`src/rtl/cariomart_cmd_rx.sv`:
```
// cariomart_cmd_rx: UART 8N1 receiver plus 5-byte drive-frame decoder.
// Frame: HDR_BYTE, steer, throttle, buttons, checksum (steer^throttle^buttons).
// Valid frames update STEER/THROTTLE/BUTTONS with a one-clock FRAME_VALID pulse;
// framing errors, checksum mismatches and inter-byte timeouts pulse FRAME_ERR.
// Internal handshake: byte_done_q is a one-clock strobe from the bit engine;
// the byte it refers to is shreg_q in that same cycle (shreg_q only changes in
// DATA, which cannot be re-entered within one clock of byte_done_q).
module cariomart_cmd_rx #(
  parameter int unsigned CLKS_PER_BIT = 347,
  parameter int unsigned TIMEOUT_CLKS = 40000,
  parameter logic [7:0]  HDR_BYTE     = 8'hA5
) (
  input  logic       CLK,
  input  logic       RESET,
  input  logic       UART_RXD,
  output logic [7:0] STEER,
  output logic [7:0] THROTTLE,
  output logic [7:0] BUTTONS,
  output logic       FRAME_VALID,
  output logic       FRAME_ERR,
  output logic       RX_BUSY
);

  localparam logic [15:0] BIT_LAST = 16'(CLKS_PER_BIT - 1);
  localparam logic [15:0] BIT_HALF = 16'(CLKS_PER_BIT / 2);
  localparam int          TW       = $clog2(TIMEOUT_CLKS + 1);
  localparam logic [TW-1:0] TMO_LAST = TW'(TIMEOUT_CLKS - 1);

  typedef enum logic [2:0] {B_IDLE, B_START, B_DATA, B_STOP, B_BREAK} bit_state_t;
  typedef enum logic [2:0] {P_HDR, P_STEER, P_THR, P_BTN, P_CSUM} par_state_t;

  // synchronizer
  logic sync1_q, rxs_q;

  // bit engine
  bit_state_t  bstate_q, bstate_d;
  logic [15:0] bcnt_q, bcnt_d;
  logic [2:0]  bidx_q, bidx_d;
  logic [7:0]  shreg_q, shreg_d;
  logic        byte_done_q, byte_done_d;
  logic        ferr_q, ferr_d;

  // parser
  par_state_t  pstate_q, pstate_d;
  logic [7:0]  steer_sh_q, steer_sh_d;
  logic [7:0]  thr_sh_q, thr_sh_d;
  logic [7:0]  btn_sh_q, btn_sh_d;
  logic [TW-1:0] tmo_q, tmo_d;
  logic        tmo_hit;
  logic [7:0]  steer_q, steer_d;
  logic [7:0]  thr_q, thr_d;
  logic [7:0]  btn_q, btn_d;
  logic        fv_q, fv_d;
  logic        fe_q, fe_d;

  // Two-flop synchronizer; idles high so reset cannot fake a start bit.
  always_ff @(posedge CLK or posedge RESET) begin
    if (RESET) begin
      sync1_q <= 1'b1;
      rxs_q   <= 1'b1;
    end else begin
      sync1_q <= UART_RXD;
      rxs_q   <= sync1_q;
    end
  end

  // Bit engine next-state: mid-bit sampling, LSB-first shift, stop check.
  always_comb begin
    bstate_d    = bstate_q;
    bcnt_d      = bcnt_q;
    bidx_d      = bidx_q;
    shreg_d     = shreg_q;
    byte_done_d = 1'b0;
    ferr_d      = 1'b0;
    unique case (bstate_q)
      B_IDLE: begin
        if (!rxs_q) begin
          bcnt_d   = '0;
          bstate_d = B_START;
        end
      end
      B_START: begin
        if (bcnt_q == BIT_HALF) begin
          if (rxs_q) begin
            bstate_d = B_IDLE;          // glitch, not a start bit
          end else begin
            bcnt_d   = '0;
            bidx_d   = '0;
            bstate_d = B_DATA;
          end
        end else begin
          bcnt_d = bcnt_q + 16'd1;
        end
      end
      B_DATA: begin
        if (bcnt_q == BIT_LAST) begin
          bcnt_d  = '0;
          shreg_d = {rxs_q, shreg_q[7:1]};
          if (bidx_q == 3'd7) bstate_d = B_STOP;
          else                bidx_d   = bidx_q + 3'd1;
        end else begin
          bcnt_d = bcnt_q + 16'd1;
        end
      end
      B_STOP: begin
        if (bcnt_q == BIT_LAST) begin
          if (rxs_q) begin
            byte_done_d = 1'b1;
            bstate_d    = B_IDLE;
          end else begin
            ferr_d   = 1'b1;
            bstate_d = B_BREAK;         // wait out a held-low line
          end
        end else begin
          bcnt_d = bcnt_q + 16'd1;
        end
      end
      B_BREAK: begin
        if (rxs_q) bstate_d = B_IDLE;
      end
      default: bstate_d = B_IDLE;
    endcase
  end

  // Bit engine registers.
  always_ff @(posedge CLK or posedge RESET) begin
    if (RESET) begin
      bstate_q    <= B_IDLE;
      bcnt_q      <= '0;
      bidx_q      <= '0;
      shreg_q     <= '0;
      byte_done_q <= 1'b0;
      ferr_q      <= 1'b0;
    end else begin
      bstate_q    <= bstate_d;
      bcnt_q      <= bcnt_d;
      bidx_q      <= bidx_d;
      shreg_q     <= shreg_d;
      byte_done_q <= byte_done_d;
      ferr_q      <= ferr_d;
    end
  end

  // Timeout fires only mid-frame; a byte_done in the same cycle takes priority.
  assign tmo_hit = (pstate_q != P_HDR) && (tmo_q == TMO_LAST);

  // Parser next-state: frame assembly, checksum, error reporting.
  always_comb begin
    pstate_d   = pstate_q;
    steer_sh_d = steer_sh_q;
    thr_sh_d   = thr_sh_q;
    btn_sh_d   = btn_sh_q;
    tmo_d      = tmo_q;
    steer_d    = steer_q;
    thr_d      = thr_q;
    btn_d      = btn_q;
    fv_d       = 1'b0;
    fe_d       = 1'b0;
    if (byte_done_q) begin
      tmo_d = '0;
      unique case (pstate_q)
        P_HDR: begin
          if (shreg_q == HDR_BYTE) pstate_d = P_STEER;
        end
        P_STEER: begin
          steer_sh_d = shreg_q;
          pstate_d   = P_THR;
        end
        P_THR: begin
          thr_sh_d = shreg_q;
          pstate_d = P_BTN;
        end
        P_BTN: begin
          btn_sh_d = shreg_q;
          pstate_d = P_CSUM;
        end
        P_CSUM: begin
          if (shreg_q == (steer_sh_q ^ thr_sh_q ^ btn_sh_q)) begin
            steer_d = steer_sh_q;
            thr_d   = thr_sh_q;
            btn_d   = btn_sh_q;
            fv_d    = 1'b1;
          end else begin
            fe_d = 1'b1;
          end
          pstate_d = P_HDR;
        end
        default: pstate_d = P_HDR;
      endcase
    end else if (ferr_q || tmo_hit) begin
      pstate_d = P_HDR;
      tmo_d    = '0;
      fe_d     = 1'b1;
    end else if (pstate_q != P_HDR) begin
      tmo_d = tmo_q + TW'(1);
    end else begin
      tmo_d = '0;
    end
  end

  // Parser registers and registered outputs.
  always_ff @(posedge CLK or posedge RESET) begin
    if (RESET) begin
      pstate_q   <= P_HDR;
      steer_sh_q <= '0;
      thr_sh_q   <= '0;
      btn_sh_q   <= '0;
      tmo_q      <= '0;
      steer_q    <= 8'h80;
      thr_q      <= 8'h00;
      btn_q      <= 8'h00;
      fv_q       <= 1'b0;
      fe_q       <= 1'b0;
    end else begin
      pstate_q   <= pstate_d;
      steer_sh_q <= steer_sh_d;
      thr_sh_q   <= thr_sh_d;
      btn_sh_q   <= btn_sh_d;
      tmo_q      <= tmo_d;
      steer_q    <= steer_d;
      thr_q      <= thr_d;
      btn_q      <= btn_d;
      fv_q       <= fv_d;
      fe_q       <= fe_d;
    end
  end

  assign STEER       = steer_q;
  assign THROTTLE    = thr_q;
  assign BUTTONS     = btn_q;
  assign FRAME_VALID = fv_q;
  assign FRAME_ERR   = fe_q;
  assign RX_BUSY     = (bstate_q != B_IDLE);

endmodule

```
`config.mk`:
```
export PLATFORM = sky130hd
export DESIGN_NAME = cariomart_cmd_rx
export DESIGN_NICKNAME = d
export VERILOG_FILES = /design/src/rtl/cariomart_cmd_rx.sv
export SDC_FILE = /design/constraint.sdc
export NUM_CORES = 1
export LEC_CHECK = 0
export BUFFER_PORTS_ARGS = -buffer_cell sky130_fd_sc_hd__buf_4
export CAP_MARGIN = 25
export CORE_MARGIN = 1
export CORE_UTILIZATION = 40
export CTS_BUF_LIST = sky130_fd_sc_hd__clkbuf_4
export CTS_CLUSTER_DIAMETER = 40
export DETAILED_ROUTE_END_ITERATION = 10
export PLACE_DENSITY = 0.59
export SYNTH_ARGS = -nofsm -noshare
export SYNTH_HDL_FRONTEND = slang
export SYNTH_SLANG_ARGS = --single-unit
```
`constraint.sdc`:
```
create_clock -name CLK -period 4.02 [get_ports CLK]
set_clock_uncertainty 0.05 [all_clocks]
set_input_delay 0.603 -clock CLK [delete_from_list [all_inputs] [get_ports CLK]]
set_output_delay 0.603 -clock CLK [all_outputs]
set_load 0.02 [all_outputs]
```
==> reports/qor.txt <==
status: finished, violations left
failing checks: design-rule violations
Synth Area in Compound Gates: 6.57%
Post-DRT Antenna Nets: 0
die area: 0.0125 mm^2
DP HPWL: 6.08 mm
Post-Syn Instances: 396
drt wl/cell: 15.6 um
critical path fanouts, max: 15
post-place setup slack: 1.36 ns
Avg Inst Size Synth: 12.2 um^2
CP Data Required Time: 4.32 ns
Core Area: 0.0116 mm^2
die outline width: 112 um
relative max-transition margin: 42.4%
Setup TNS: 0 ns
Arr. time, crit path: 2.99 ns
setup repair after global routing missed its margin: false
mux cell area share after synthesis: 13.7%
Final setup viols: 0
most frequent cell after synthesis: dfrtp_1
TritonRoute pass-1 iters: 7
adder-cell share of the synthesized area: 1.55%
Initial Utilization: 41.6%
startpoint types: register
cell mode on critical path: or4_4
final hold vios: 0
slew at the pin closest to its max-slew limit: 0.865 ns
initial antenna violation count: 0
clock buffer depth: 2
Int Pwr: 1250 uW
mean number of vias per cell: 5.28
Area Overhead vs Synth: 10.7%
Synth Area in Simple Gates: 15.0%
worst path cell trace: or4_4, or4_4, a2bb2oi_4, or2_2, mux2_2
Fin Hold WS: 0.199 ns
I/O pin total: 30
post_cts resized: 0
NumNets Final: 434
Yosys top cell by area: dfrtp_1
leakage: 0.00252 uW
Routability Congestion: 0.763
largest family of logic cells by synthesized area: simple AND/OR/NAND/NOR gates
crit path from: bcnt_q[12]
worst skew pair latency: 0.45 ns
Hold-fix buffers, CTS: 0
post-CTS setup buffers: 0
Syn Nets: 405
Final period util: 66.9%
worst setup slack after layout: 1.33 ns
FF-to-FF Start: bcnt_q[12]
sequential share of the synthesized area: 53.4%
total gr overflow: 0
vias in the first global route: 3021
DRC violations left: 2
Clock Power Share: 34.8%
GRT Util Overall: 15.6%
R2R Setup Slk: 1.33 ns
global-route wire length before repair: 15.4 mm
total power: 1630 uW
worst reg-to-reg path cell count: 5
Pins Over Slew Limit: 0
Clock Tree Root: clkbuf_4
initial DRC count: 144
reg2reg end: bstate_q[0]
Num Clock Sinks: 103
Area contributors post-synth: dfrtp_1 (52%), mux2_2 (14%), xnor2_1 (6.2%)
ANT cells: 0
Yosys warnings: 0
Critical Path Max Stage Delay: 0.58 ns
Switch Pwr: 378 uW
sequential share of power: 63.7%
most used flip-flop cell after synthesis: dfrtp_1
Reg clk slew, reported paths: 0.16 ns
post-synthesis xor/xnor area fraction: 7.25%
finished layout cell area: 0.00535 mm^2
flops & latches, synth: 103
post-synth top area share: 51.8%
Setup crit end: bstate_q[0]
VDD IR-drop max: 0.129 mV
Final min period: 2.69 ns
ys async rst share: 100%
Port Buffers: 29
commonest cells in the netlist: dfrtp_1 (100), mux2_2 (59), xnor2_1 (34), nor2_1 (25), nand2_1 (18)
largest net degree at the start of global routing: 72
share of layout cells above drive strength 1: 29.8%
synthesized area: 0.00483 mm^2
final wirelength: 8.92 mm
Via Count: 3028
Comb pwr share: 1.5%
Net Sw Frac: 23.1%
Placement Rows: 39
Die Y: 112 um
max cap viols: 0
Yosys cell types: 52
slowest cell on the critical path: or4_4
Post-synth EDFFs: 0
Max Freq: 372 MHz
placed cell areas: 0.00519 mm^2
CTS tree: yes
Worst Setup End Kind: register
critical path type: register to register
Hold/Removal Path Class: primary input to register
CTS buffer count: 9
power density cells: 305 mW/mm^2
H-tree depth: 3
-- cell usage in the layout (no fill, tap or decap), drive strengths merged, types with 3 or more instances in the layout --
| cell type | n |
|---|---|
| dfrtp | 100 |
| mux2 | 59 |
| xnor2 | 34 |
| buf | 34 |
| nor2 | 26 |
| nand2 | 18 |
| inv | 14 |
| a221o | 12 |
| clkbuf | 11 |
| nor3 | 10 |
| and3 | 10 |
| nand3 | 9 |
| nor4 | 9 |
| and2 | 6 |
| xor2 | 6 |
| ha | 6 |
| o21ai | 5 |
| a21oi | 5 |
| a22o | 5 |
| or3 | 4 |
| nand4 | 4 |
| dfstp | 3 |
| nor4bb | 3 |
| nand4b | 3 |
| nor2b | 3 |
| and4b | 3 |
-- sequential cells by signal (all words and copies together), names as in the netlist --
name         flops
bidx_q           3
FRAME_VALID      1
THROTTLE         8
rxs_q            1
bstate_q         3
tmo_q           16
steer_sh_q       8
BUTTONS          8
sync1_q          1
STEER            8
thr_sh_q         8
shreg_q          8
btn_sh_q         8
bcnt_q          16
FRAME_ERR        1
byte_done_q      1
pstate_q         3
ferr_q           1
-- worst min path at each step --
stage / from / to / slack [ns] / cells after the start
after floorplan: sync1_q / rxs_q / 0.30 / 0
after global routing: UART_RXD / sync1_q / 0.15 / 1
after CTS: UART_RXD / sync1_q / 0.16 / 1
after detailed placement: sync1_q / rxs_q / 0.31 / 0
final: UART_RXD / sync1_q / 0.20 / 1
after global placement: sync1_q / rxs_q / 0.31 / 0
-- metal layers --
layer	wire [um]	global-route usage (%)
met3	232	3.54
met2	4090	23.9
met5	0	0
met1	4530	22.4
met4	68	4.00
-- through the flow --
stage	cells	utilization, %
global placement	556	44.7
floorplan	396	-
finish	573	46.1
global route	573	46.1
detailed placement	556	44.7
CTS	572	45.9
-- power by group through the flow --
stage	clock network, uW	logic [uW]	registers (uW)
final	567	24.2	1040
after global routing	633	29.7	1040
after CTS	594	26.3	1040
after detailed placement	0	26.1	1060
after global placement	0	25.7	1060
after floorplan	0	16.1	1060
-- layout make-up --
type,instances,area (um^2)
fillers,1089,6260
flip-flops and latches,103,2580
multi-input cells,265,2130
repair buffers,34,263
well taps,143,179
clock buffers,11,82.6
clock inverters,5,66.3
inverters,12,47.5
-- worst max-delay path, delay by kind of cell, from the launching register on --
family	cells	cell delay [ns]
AOI/OAI and AO/OA	1	0.40
DFF	1	0.46
and+or+nand+nor	3	1.36
muxes	1	0.33
-- cells by family after synthesis --
logic type | after synthesis
muxes | 59
buffers and inverters | 28
DFF | 103
adders and majority gates | 6
and+or+nand+nor | 123
xor gates and xnor gates | 40
AOI/OAI and AO/OA | 37
Note: power is estimated with default switching activity, not from simulation.
